===== src/rtl/trig_burst_streamer_pkg.sv =====
// Shared types and default parameters for the trigger-driven burst streamer.
package trig_burst_streamer_pkg;

  typedef enum logic {
    IDLE  = 1'b0,
    BURST = 1'b1
  } state_e;

  localparam int DEF_DATA_WIDTH = 16;
  localparam int DEF_BURST_LEN  = 32;
  localparam int DEF_CLK_DIV    = 2;

  // Counter width for a range 0..v-1, never narrower than one bit.
  function automatic int clog2_min1(input int v);
    return (v > 1) ? $clog2(v) : 1;
  endfunction

endpackage


===== src/rtl/trig_burst_streamer_if.sv =====
// AXI4-Stream sample bus (tdata/tvalid/tready) between streamer and sink.
interface trig_burst_streamer_if
  import trig_burst_streamer_pkg::*;
#(
  parameter int DATA_WIDTH = DEF_DATA_WIDTH
);

  logic [DATA_WIDTH-1:0] tdata;
  logic                  tvalid;
  logic                  tready;

  modport master (output tdata, output tvalid, input  tready);
  modport slave  (input  tdata, input  tvalid, output tready);

endinterface


===== src/rtl/trig_burst_streamer_trig_sync_edge.sv =====
// Two-flop synchronizer for the async trigger, rising-edge detect and
// registered one-cycle trigger pulse.
module trig_sync_edge (
  input  logic clk_i,
  input  logic rst_ni,
  input  logic trig_i,
  output logic edge_o,
  output logic trig_pulse_o
);

  logic s1_q, s2_q, s3_q, pulse_q;

  // Synchronizer chain, history flop and pulse register.
  always_ff @(posedge clk_i or negedge rst_ni) begin
    if (!rst_ni) begin
      s1_q    <= 1'b0;
      s2_q    <= 1'b0;
      s3_q    <= 1'b0;
      pulse_q <= 1'b0;
    end else begin
      s1_q    <= trig_i;
      s2_q    <= s1_q;
      s3_q    <= s2_q;
      pulse_q <= s2_q & ~s3_q;
    end
  end

  assign edge_o       = s2_q & ~s3_q;
  assign trig_pulse_o = pulse_q;

endmodule


===== src/rtl/trig_burst_streamer.sv =====
// Trigger-driven AXI4-Stream ramp burst generator with a free-running
// divided-clock indicator output.
module trig_burst_streamer
  import trig_burst_streamer_pkg::*;
#(
  parameter int DATA_WIDTH = DEF_DATA_WIDTH,
  parameter int BURST_LEN  = DEF_BURST_LEN,
  parameter int CLK_DIV    = DEF_CLK_DIV
) (
  input  logic                  aclk,
  input  logic                  aresetn,
  input  logic                  trig,
  output logic                  trig_out,
  output logic                  clk_out1,
  trig_burst_streamer_if.master M_AXIS
);

  localparam int               IDX_W    = clog2_min1(BURST_LEN);
  localparam logic [IDX_W-1:0] IDX_LAST = IDX_W'(BURST_LEN - 1);
  localparam int               CNT_W    = clog2_min1(CLK_DIV);
  localparam logic [CNT_W-1:0] CNT_LAST = CNT_W'(CLK_DIV - 1);

  logic                  trig_edge;
  state_e                state_q, state_d;
  logic [IDX_W-1:0]      idx_q, idx_d;
  logic [DATA_WIDTH-1:0] tdata_q, tdata_d;
  logic                  tvalid_q, tvalid_d;
  logic                  accept;
  logic [CNT_W-1:0]      cnt_q, cnt_d;
  logic                  clk_div_q, clk_div_d;

  trig_sync_edge u_sync (
    .clk_i        (aclk),
    .rst_ni       (aresetn),
    .trig_i       (trig),
    .edge_o       (trig_edge),
    .trig_pulse_o (trig_out)
  );

  assign accept = tvalid_q & M_AXIS.tready;

  // Burst FSM next state and registered stream outputs.
  always_comb begin
    state_d  = state_q;
    idx_d    = idx_q;
    tdata_d  = tdata_q;
    tvalid_d = tvalid_q;
    unique case (state_q)
      IDLE: begin
        if (trig_edge) begin
          state_d  = BURST;
          idx_d    = '0;
          tdata_d  = '0;
          tvalid_d = 1'b1;
        end
      end
      BURST: begin
        // Edges arriving here are not queued; only beat acceptance matters.
        if (accept) begin
          if (idx_q == IDX_LAST) begin
            state_d  = IDLE;
            tvalid_d = 1'b0;
          end else begin
            idx_d   = idx_q + IDX_W'(1);
            tdata_d = tdata_q + DATA_WIDTH'(1);
          end
        end
      end
      default: state_d = IDLE;
    endcase
  end

  // FSM state and stream output registers.
  always_ff @(posedge aclk or negedge aresetn) begin
    if (!aresetn) begin
      state_q  <= IDLE;
      idx_q    <= '0;
      tdata_q  <= '0;
      tvalid_q <= 1'b0;
    end else begin
      state_q  <= state_d;
      idx_q    <= idx_d;
      tdata_q  <= tdata_d;
      tvalid_q <= tvalid_d;
    end
  end

  // Divider next state: toggle and clear at terminal count.
  always_comb begin
    cnt_d     = cnt_q + CNT_W'(1);
    clk_div_d = clk_div_q;
    if (cnt_q == CNT_LAST) begin
      cnt_d     = '0;
      clk_div_d = ~clk_div_q;
    end
  end

  // Divider registers, free-running and independent of the trigger.
  always_ff @(posedge aclk or negedge aresetn) begin
    if (!aresetn) begin
      cnt_q     <= '0;
      clk_div_q <= 1'b0;
    end else begin
      cnt_q     <= cnt_d;
      clk_div_q <= clk_div_d;
    end
  end

  assign clk_out1      = clk_div_q;
  assign M_AXIS.tdata  = tdata_q;
  assign M_AXIS.tvalid = tvalid_q;

endmodule


===== src/flat_wrapper.sv =====
// flat-port wrapper written by rule: the top's interface ports become plain ports
module trig_burst_streamer_flat import trig_burst_streamer_pkg::*;
#(
  parameter int DATA_WIDTH = DEF_DATA_WIDTH,
  parameter int BURST_LEN  = DEF_BURST_LEN,
  parameter int CLK_DIV    = DEF_CLK_DIV
)
  (aclk, aresetn, trig, trig_out, clk_out1, M_AXIS_tdata, M_AXIS_tvalid, M_AXIS_tready);
  trig_burst_streamer_if #(.DATA_WIDTH(DATA_WIDTH)) M_AXIS_i ();
  input  logic aclk;
  input  logic aresetn;
  input  logic trig;
  output logic trig_out;
  output logic clk_out1;
  output wire logic [$bits(M_AXIS_i.tdata)-1:0] M_AXIS_tdata;
  output wire logic [$bits(M_AXIS_i.tvalid)-1:0] M_AXIS_tvalid;
  input wire logic [$bits(M_AXIS_i.tready)-1:0] M_AXIS_tready;
  assign M_AXIS_tdata = M_AXIS_i.tdata;
  assign M_AXIS_tvalid = M_AXIS_i.tvalid;
  assign M_AXIS_i.tready = M_AXIS_tready;
  trig_burst_streamer #(.DATA_WIDTH(DATA_WIDTH), .BURST_LEN(BURST_LEN), .CLK_DIV(CLK_DIV)) u_core (.aclk(aclk), .aresetn(aresetn), .trig(trig), .trig_out(trig_out), .clk_out1(clk_out1), .M_AXIS(M_AXIS_i));
endmodule

===== config.mk =====
export PLATFORM = sky130hd
export DESIGN_NAME = trig_burst_streamer_flat
export DESIGN_NICKNAME = d
export VERILOG_FILES = /design/src/rtl/trig_burst_streamer_pkg.sv /design/src/rtl/trig_burst_streamer_if.sv /design/src/rtl/trig_burst_streamer_trig_sync_edge.sv /design/src/rtl/trig_burst_streamer.sv /design/src/flat_wrapper.sv
export SDC_FILE = /design/constraint.sdc
export NUM_CORES = 1
export LEC_CHECK = 0
export BUFFER_PORTS_ARGS = -buffer_cell sky130_fd_sc_hd__buf_2
export CAP_MARGIN = 30
export CORE_ASPECT_RATIO = 0.6
export CORE_UTILIZATION = 39
export DETAILED_ROUTE_END_ITERATION = 8
export SYNTH_ARGS = -nofsm -noshare
export SYNTH_HDL_FRONTEND = slang
export SYNTH_SLANG_ARGS = --single-unit
export TNS_END_PERCENT = 50

===== constraint.sdc =====
create_clock -name aclk -period 7.12 [get_ports aclk]
set_clock_uncertainty 0.2 [all_clocks]
set_input_delay 1.068 -clock aclk [delete_from_list [all_inputs] [get_ports aclk]]
set_output_delay 1.068 -clock aclk [all_outputs]
set_load 0.01 [all_outputs]

* After elaboration in Yosys (flattened, before gate mapping)
Index checks and enable logic that the tools add are counted.
** Storage, ports and cells
- Input port bits :: 4
- Output and inout port bits :: 19
- Logic and storage cells :: 42
- Bits in registers :: 29
** Cells by class
- Reduce and logical (&&, ||, !) cells :: 2
- Bitwise logic cells :: 5
- $add $sub $neg :: 3
- Eq/ne operators :: 5
- Muxes and demuxes :: 17
** Operators with widths (count)
- $mux W16 :: 3
- $pmux W16 S2 :: 1
- $add A16 B1 Y16 const B :: 1
- $mux W5 :: 3
- $pmux W5 S2 :: 1
- $mux W1 :: 7
- $ne A2 B2 Y1 const B :: 3
- $reduce_and A3 Y1 :: 2
- $add A5 B1 Y5 const B :: 1
- $eq A5 B5 Y1 const B :: 1
- $pmux W1 S2 :: 2
- $not A1 Y1 :: 3
- $and A1 B1 Y1 :: 2
- $ne A2 B1 Y1 const B :: 1
- $add A1 B1 Y1 const B :: 1

* Logic depth before layout (Yosys ltp)
Gate-level depths: netlist (run 1).
- Depth in word-level cells :: 4
- Depth in mapped cells :: 8
- Depth with buffers taken out :: 7

* By module
A second synthesis (run 1) with hierarchy kept.
** Unflattened totals
- Cells, all modules :: 128
- Area total of the unflattened synthesis :: 1346.3 sq um
** By module, submodules not included
- trig_burst_streamer :: instances 1, cells an instance 123, area an instance 1232.4 sq um
- trig_sync_edge :: instances 1, cells an instance 5, area an instance 113.9 sq um

* Worst setup path before layout (run 1)
Ideal clock, no wire load.
- Path type :: input-to-reg
- Start point :: in M_AXIS_tready
- End point :: reg u_core.tdata_q[14], in the netlist u_core.M_AXIS.tdata[14]
- Slack :: 4835 ps
- Library setup time :: 78 ps
- Arrival time :: 2007 ps
- Stages :: 5
- Required time :: 6842 ps
- Cell sequence :: and4b_4 > buf_6 > nand4_4 > or3_1 > a21oi_1
** Between the ends
- Longest elaborated chain between the ends :: 3
** Ends and longest elaborated chain
- start, declared :: line flat_wrapper.sv:17 : input wire logic [$bits(M_AXIS_i.tready)-1:0] M_AXIS_tready;
- $and A1 B1 Y1 :: line trig_burst_streamer.sv:40 : assign accept = tvalid_q & M_AXIS.tready;
- $ne A2 B2 Y1 (no line)
- $reduce_and A3 Y1 (no line)
- end signal, assigned :: line trig_burst_streamer.sv:83 : tdata_q <= tdata_d;
- end, declared :: line trig_burst_streamer.sv:26 : logic [DATA_WIDTH-1:0] tdata_q, tdata_d;
No other way between the ends.
A chain may end at the register's enable or synchronous reset.

* Worst setup path after layout (run 1)
- Start point :: reg u_core.idx_q[0]
- End point :: reg u_core.tdata_q[15], in the netlist u_core.M_AXIS.tdata[15]
** Between the ends
- Longest elaborated chain between the ends :: 3
** Ends and longest elaborated chain
- start, declared :: line trig_burst_streamer.sv:25 : logic [IDX_W-1:0] idx_q, idx_d;
- start signal, assigned :: line trig_burst_streamer.sv:82 : idx_q <= idx_d;
- $eq A5 B5 Y1 :: line trig_burst_streamer.sv:60 : if (idx_q == IDX_LAST) begin
- $ne A2 B2 Y1 (no line)
- $reduce_and A3 Y1 (no line)
No other way between the ends.

==> reports/results.tsv, run 1 <==
metric	value	unit
clock buffer depth	2	
hold crit path type	reg2reg	
final max-slew violation count	0	
drt first pass iters	4	
largest net degree at the start of global routing	30	
endpoints failing setup	0	
clock transition at the registers of the reported paths	0.06	ns
number of post-CTS setup repair buffers	0	
Yosys reg bits	29	
TritonCTS Buffers	5	
Die Width	77.1	um
Total GRT Usage	16.3	%
DR vias/cell	5.21	
mapped cell area	1320	um2
RSZ-0062 raised after global routing	false	
fin worst setup slack	4.62	ns
Inserted Diodes	0	
core area	3040	um2
Critical Path End	u_core.M_AXIS.tdata[15]$_DFFE_PN0P_	
Levels on crit path	7	
row cnt	15	
part of the Yosys area used for sequential elements	55.0	%
setup TNS	0	ns
internal power	341	uW
pre-CTS setup slack	4.54	ns
DIE AREA	3630	um2
flop-to-flop setup slack	4.62	ns
Final ANT Viol Nets	0	
final WL	2580	um
vias in the first global route	850	
I/O pin cnt	23	
count leader, synth	dfrtp_1	
Clock Latency Late Sink	0.28	ns
area share of the largest cell type after synthesis	55.0	%
Nets	159	
share of cells above drive strength 1	22.9	%
WS Path Type	reg2reg	
# DRC	0	
# hold bufs at CTS	0	
nature of the critical path startpoint	register	
Yosys cell types	32	
worst r2r path cells	7	
Leakage	0.762	nW
Switching Share	28.1	%
area grow syn2layout	20.6	%
Mapped Cells	124	
Yosys top cell by area	dfrtp_1	
Crit path max-delay family	simple AND/OR/NAND/NOR gates	
Main synth FF type	dfrtp_1	
HPWL after detailed placement	1820	um
Syn Nets	131	
height of the die	47.1	um
Starting Density	43.4	%
Pwr Density	298	nW/um2
antenna violations before repair	0	
Post-Syn Area per Cell	10.6	um2
H-Tree Level Count	2	
CP Data Arrival Time	2.51	ns
final core occ	52.3	%
crit path cell chain	ha_1 -> and3_1 -> ha_1 -> and4b_4 -> nand3_2 -> or4_1 -> a21oi_1	
reg2reg start	u_core.idx_q[0]$_DFFE_PN0P_	
Fin. Hold Viols	0	
share of total power in the clock network	36.9	%
fmax	400	MHz
GRT overflow	0	
Max Cap Viol	0	
synthesis warning total	0	
Critical Path RT	7.13	ns
via count	1016	
Routed wire per std cell	13.3	um
Net Sw Power	133	uW
outcome	finished, final reports clean	
main area contributors after synthesis	dfrtp_1 (55%), nand2_1 (4.5%), a21oi_1 (3.8%), o21ai_0 (3.4%), or3_1 (3.3%)	
top cells by count, synth	dfrtp_1 (29), nand2_1 (16), a21oi_1 (10), o21ai_0 (9), nor2_1 (8)	
# resized after CTS	0	
Root Buffer	clkbuf_8	
Post-synth EDFFs	0	
WP buf/inv	0	
Top cell by count, worst path	ha_1	
Worst Max-Slew Pin Slew	0.647	ns
min Tclk post-route	2.50	ns
clock sink total	29	
CTS tree	done	
reg2reg end	u_core.M_AXIS.tdata[15]$_DFFE_PN0P_	
crit end category	register	
CP peak stage delay	0.48	ns
Port-buffer cells	22	
Final GP Congestion	0.787	
# fillers	289	
CP max FO	11	
crit share post-route	35.1	%
launch point of the worst path	u_core.idx_q[0]$_DFFE_PN0P_	
global-route wire length before repair	4170	um
slowest cell on the critical path	or4_1	
Reg power frac	47.6	%
Peak VDD IR	0.165	mV
asr flop ratio synth	100	%
First DRT Iteration DRCs	84	
combinational power share	15.5	%
Rel. slew slack	56.9	%
-- routing by layer --
layer	share of wire, %	global-route usage [%]
met3	6.3	6.02
met4	2.4	11.3
met2	38	21.3
met1	53	22.5
met5	0	0
-- cell usage in the layout, fill, tap and decap left out, drive strengths merged, types with 2 or more instances in the layout --
master,n
and3,3
xor2,5
xnor2,2
buf,23
and4,2
or3,7
nand3,5
o21ai,9
dfrtp,29
nor2,8
nand2,16
nand4,4
or4,2
ha,3
a22o,3
inv,3
clkbuf,7
a21oi,10
-- flip-flops by register name (all words and copies together), names as in the netlist --
register / flops
u_core.M_AXIS.tdata: 16
u_core.idx_q: 5
u_core.M_AXIS.tvalid: 1
u_core.clk_out1: 1
u_core.cnt_q: 1
u_core.state_q: 1
u_core.u_sync.s1_q: 1
u_core.u_sync.s2_q: 1
u_core.u_sync.s3_q: 1
u_core.u_sync.trig_pulse_o: 1
-- worst min-delay path by stage --
| stage | start | end | slack (ns) | cells past startpoint |
|---|---|---|---|---|
| 5_1_grt | u_core.u_sync.s1_q$_DFF_PN0_ | u_core.u_sync.s2_q$_DFF_PN0_ | 0.17 | 0 |
| 4_1_cts | u_core.u_sync.s1_q$_DFF_PN0_ | u_core.u_sync.s2_q$_DFF_PN0_ | 0.16 | 0 |
| 3_3_place_gp | u_core.u_sync.s1_q$_DFF_PN0_ | u_core.u_sync.s2_q$_DFF_PN0_ | 0.13 | 0 |
| 2_1_floorplan | u_core.u_sync.s1_q$_DFF_PN0_ | u_core.u_sync.s2_q$_DFF_PN0_ | 0.13 | 0 |
| 6_report | u_core.u_sync.s1_q$_DFF_PN0_ | u_core.u_sync.s2_q$_DFF_PN0_ | 0.16 | 0 |
| 3_5_place_dp | u_core.u_sync.s1_q$_DFF_PN0_ | u_core.u_sync.s2_q$_DFF_PN0_ | 0.15 | 0 |
-- power groups by stage --
stage               sequential (mW)  combinational, mW  clock (mW)
finish                        0.225             0.0734       0.175
floorplan                     0.227             0.0400           0
global placement              0.225             0.0722           0
CTS                           0.225             0.0745       0.179
global route                  0.230             0.0846       0.187
detailed placement            0.227             0.0727           0
-- stage by stage --
| step | hold slack [ns] | power (mW) | instance area [um2] | std cells |
|---|---|---|---|---|
| 2_1_floorplan | 0.131 | 0.267 | 1320 | 124 |
| 3_3_place_gp | 0.135 | 0.298 | 1480 | 187 |
| 3_5_place_dp | 0.146 | 0.300 | 1480 | 187 |
| 4_1_cts | 0.160 | 0.478 | 1590 | 195 |
| 5_1_grt | 0.166 | 0.502 | 1590 | 195 |
| 6_report | 0.156 | 0.473 | 1590 | 195 |
-- final cells by class --
type	count	area, um2	share of cell area, %
clock buffers	7	86.3	5.42
clock inverters	1	30.0	1.89
inverters	3	11.3	0.708
multi-input cells	90	568	35.7
flip-flops and latches	29	726	45.6
well taps	42	52.6	3.30
repair buffers	23	118	7.39
-- cells by family after synthesis --
logic type	after synthesis	synth area share, %
AND/OR/NAND/NOR	56	25.2
flip-flops	29	55.0
AO/OA/AOI/OAI	24	10.3
XOR/XNOR	7	4.64
buffers and inverters	5	1.99
adder cells (fa/ha/maj)	3	2.84
(Power assumes the default switching activity.)
==> run 2: changes to the inputs <==
==> constraint.sdc (replaced) <==
create_clock -name aclk -period 2.3 [get_ports aclk]
set_clock_uncertainty 0.2 [all_clocks]
set_input_delay 0.345 -clock aclk [delete_from_list [all_inputs] [get_ports aclk]]
set_output_delay 0.345 -clock aclk [all_outputs]
set_load 0.01 [all_outputs]
==> run 2 against run 1 <==
First-iteration DRC count shrank 23%. Critical path depth unchanged. Via count up 5.3%. Total power grew to 2.9 times the previous value. Setup slack worse by 4.6 ns. Sequential power grew to 3.1 times the previous value. Global-route usage increased by 1.5 points. Register-to-register slack worse by 4.6 ns. Combinational power increased to 4.0 times the previous value. Die area is the same. Critical path type unchanged.
==> reports/results.tsv, run 2 (synthesis gave the netlist of run 1 again) <==
metric	value	unit
outcome	finished, final reports clean	
Routed wire per std cell	14.0	um
First DRT Iteration DRCs	65	
vias in the first global route	981	
clock sink total	29	
row cnt	15	
GRT overflow	0	
min Tclk post-route	2.23	ns
met2 Usage GRT	28.6	%
most common cell after layout, fill and taps aside	dfrtp_1	
Fin. Hold Viols	0	
Starting Density	43.4	%
met1 usage	22.6	%
core area	3040	um2
crit end category	register	
Critical Path RT	2.31	ns
Clock Latency Late Sink	0.28	ns
combinational power share	21.3	%
clock buffer depth	2	
global-route wire length before repair	4590	um
fmax	448	MHz
HPWL after detailed placement	2070	um
TritonCTS Buffers	5	
Final GP Congestion	0.783	
share of cells above drive strength 1	27.6	%
nature of the critical path startpoint	register	
max FFs per register	16	
Min Hold Slack	0.145	ns
largest net degree at the start of global routing	30	
Nets	169	
Inserted Diodes	0	
# DRC	0	
Worst Hold Depth	0	
DR vias/cell	5.22	
Pwr Density	828	nW/um2
Reg power frac	50.6	%
endpoints failing setup	0	
Die Width	77.1	um
I/O pin cnt	23	
most frequent cells in the layout	dfrtp_1 (29), buf_2 (22), nand2_1 (16)	
worst r2r path cells	7	
# fillers	265	
Net Sw Power	425	uW
crit share post-route	97.0	%
DIE AREA	3630	um2
Max Cap Viol	0	
RSZ-0062 raised after global routing	true	
Leakage	0.786	nW
busiest layer in global routing	met2	
CP Data Arrival Time	2.24	ns
CTS tree	done	
Final ANT Viol Nets	0	
drt first pass iters	4	
share of total power in the clock network	28.1	%
Worst Max-Slew Pin Slew	0.653	ns
Root Buffer	clkbuf_8	
H-Tree Level Count	2	
final WL	2880	um
Peak VDD IR	0.464	mV
final max-slew violation count	0	
Switching Share	30.7	%
CP max FO	4	
Port-buffer cells	22	
via count	1070	
GRT met3 Usage	6.02	%
height of the die	47.1	um
Total GRT Usage	17.8	%
internal power	958	uW
WS Path Type	reg2reg	
area grow syn2layout	26.6	%
hold crit path type	reg2reg	
final core occ	55.0	%
antenna violations before repair	0	
Rel. slew slack	56.5	%
clock transition at the registers of the reported paths	0.06	ns
[run 2: cell types whose count changed in the layout (fill, tap and decap cells not counted), moves of 2 or more]
cell / previous run / this run
buf_4: 1 / 8
dlygate4sd3_1: 0 / 2
clkbuf_1: 1 / 3
ha_1: 3 / 1
[run 2: worst paths after layout]
| kind | from | to | slack [ns] |
|---|---|---|---|
| min reg2reg | u_core.u_sync.s1_q$_DFF_PN0_ | u_core.u_sync.s2_q$_DFF_PN0_ | 0.15 |
| max reg2reg | u_core.idx_q[1]$_DFFE_PN0P_ | u_core.M_AXIS.tdata[15]$_DFFE_PN0P_ | 0.07 |
| max in group asynchronous | aresetn | u_core.M_AXIS.tdata[6]$_DFFE_PN0P_ | 1.04 |
| max | u_core.idx_q[1]$_DFFE_PN0P_ | u_core.M_AXIS.tdata[15]$_DFFE_PN0P_ | 0.07 |
| min | u_core.u_sync.s1_q$_DFF_PN0_ | u_core.u_sync.s2_q$_DFF_PN0_ | 0.15 |
| min in group asynchronous | aresetn | u_core.idx_q[3]$_DFFE_PN0P_ | 0.43 |
[run 2: per-stage QoR]
stage	instances	instance area [um2]	power [mW]	setup WS [ns]	TNS [ns]
6_report	205	1670	1.38	0.0684	0
5_1_grt	205	1670	1.47	-0.0162	-0.0317
4_1_cts	204	1630	1.37	0.0209	0
3_5_place_dp	192	1510	0.967	-0.0471	-0.102
3_3_place_gp	192	1510	0.942	0.0232	0
2_1_floorplan	124	1320	0.828	0.0271	0
[run 2: area by class of cell]
cell class              instances  area [um2]  area share (%)
inverters                       3        11.3           0.674
clock buffers                   8        80.1            4.79
well taps                      42        52.6            3.14
multi-input cells              90         601            35.9
flip-flops and latches         29         726            43.4
repair buffers                 33         201            12.1
[run 2: power by group through the flow]
stage | registers (mW) | clock network, mW | logic [mW]
global route | 0.712 | 0.425 | 0.331
finish | 0.700 | 0.389 | 0.295
detailed placement | 0.701 | 0 | 0.266
CTS | 0.694 | 0.399 | 0.276
global placement | 0.692 | 0 | 0.250
floorplan | 0.704 | 0 | 0.124
[run 2: worst max-delay path, stage by stage (launching register included)]
cell     delay, ns
dfrtp_1       0.39
ha_2          0.19
and3_4        0.18
ha_4          0.15
and4b_4       0.38
nand3_4       0.08
or4_1         0.47
a21oi_1       0.13
[run 2: what timing repair did]
action                                  4_1_cts  5_1_grt
hold buffers                                  2        0
endpoints found under the setup margin        7        9
endpoints found under the hold margin        30        0
gates resized for setup                       2        5
pin swaps                                     1        3
buffers inserted                              2        1
[run 2: per-layer routing]
metal	routed length (um)	part of all wire [%]
met2	1270	44
met5	0	0
met4	73	2.5
met3	152	5.3
met1	1390	48
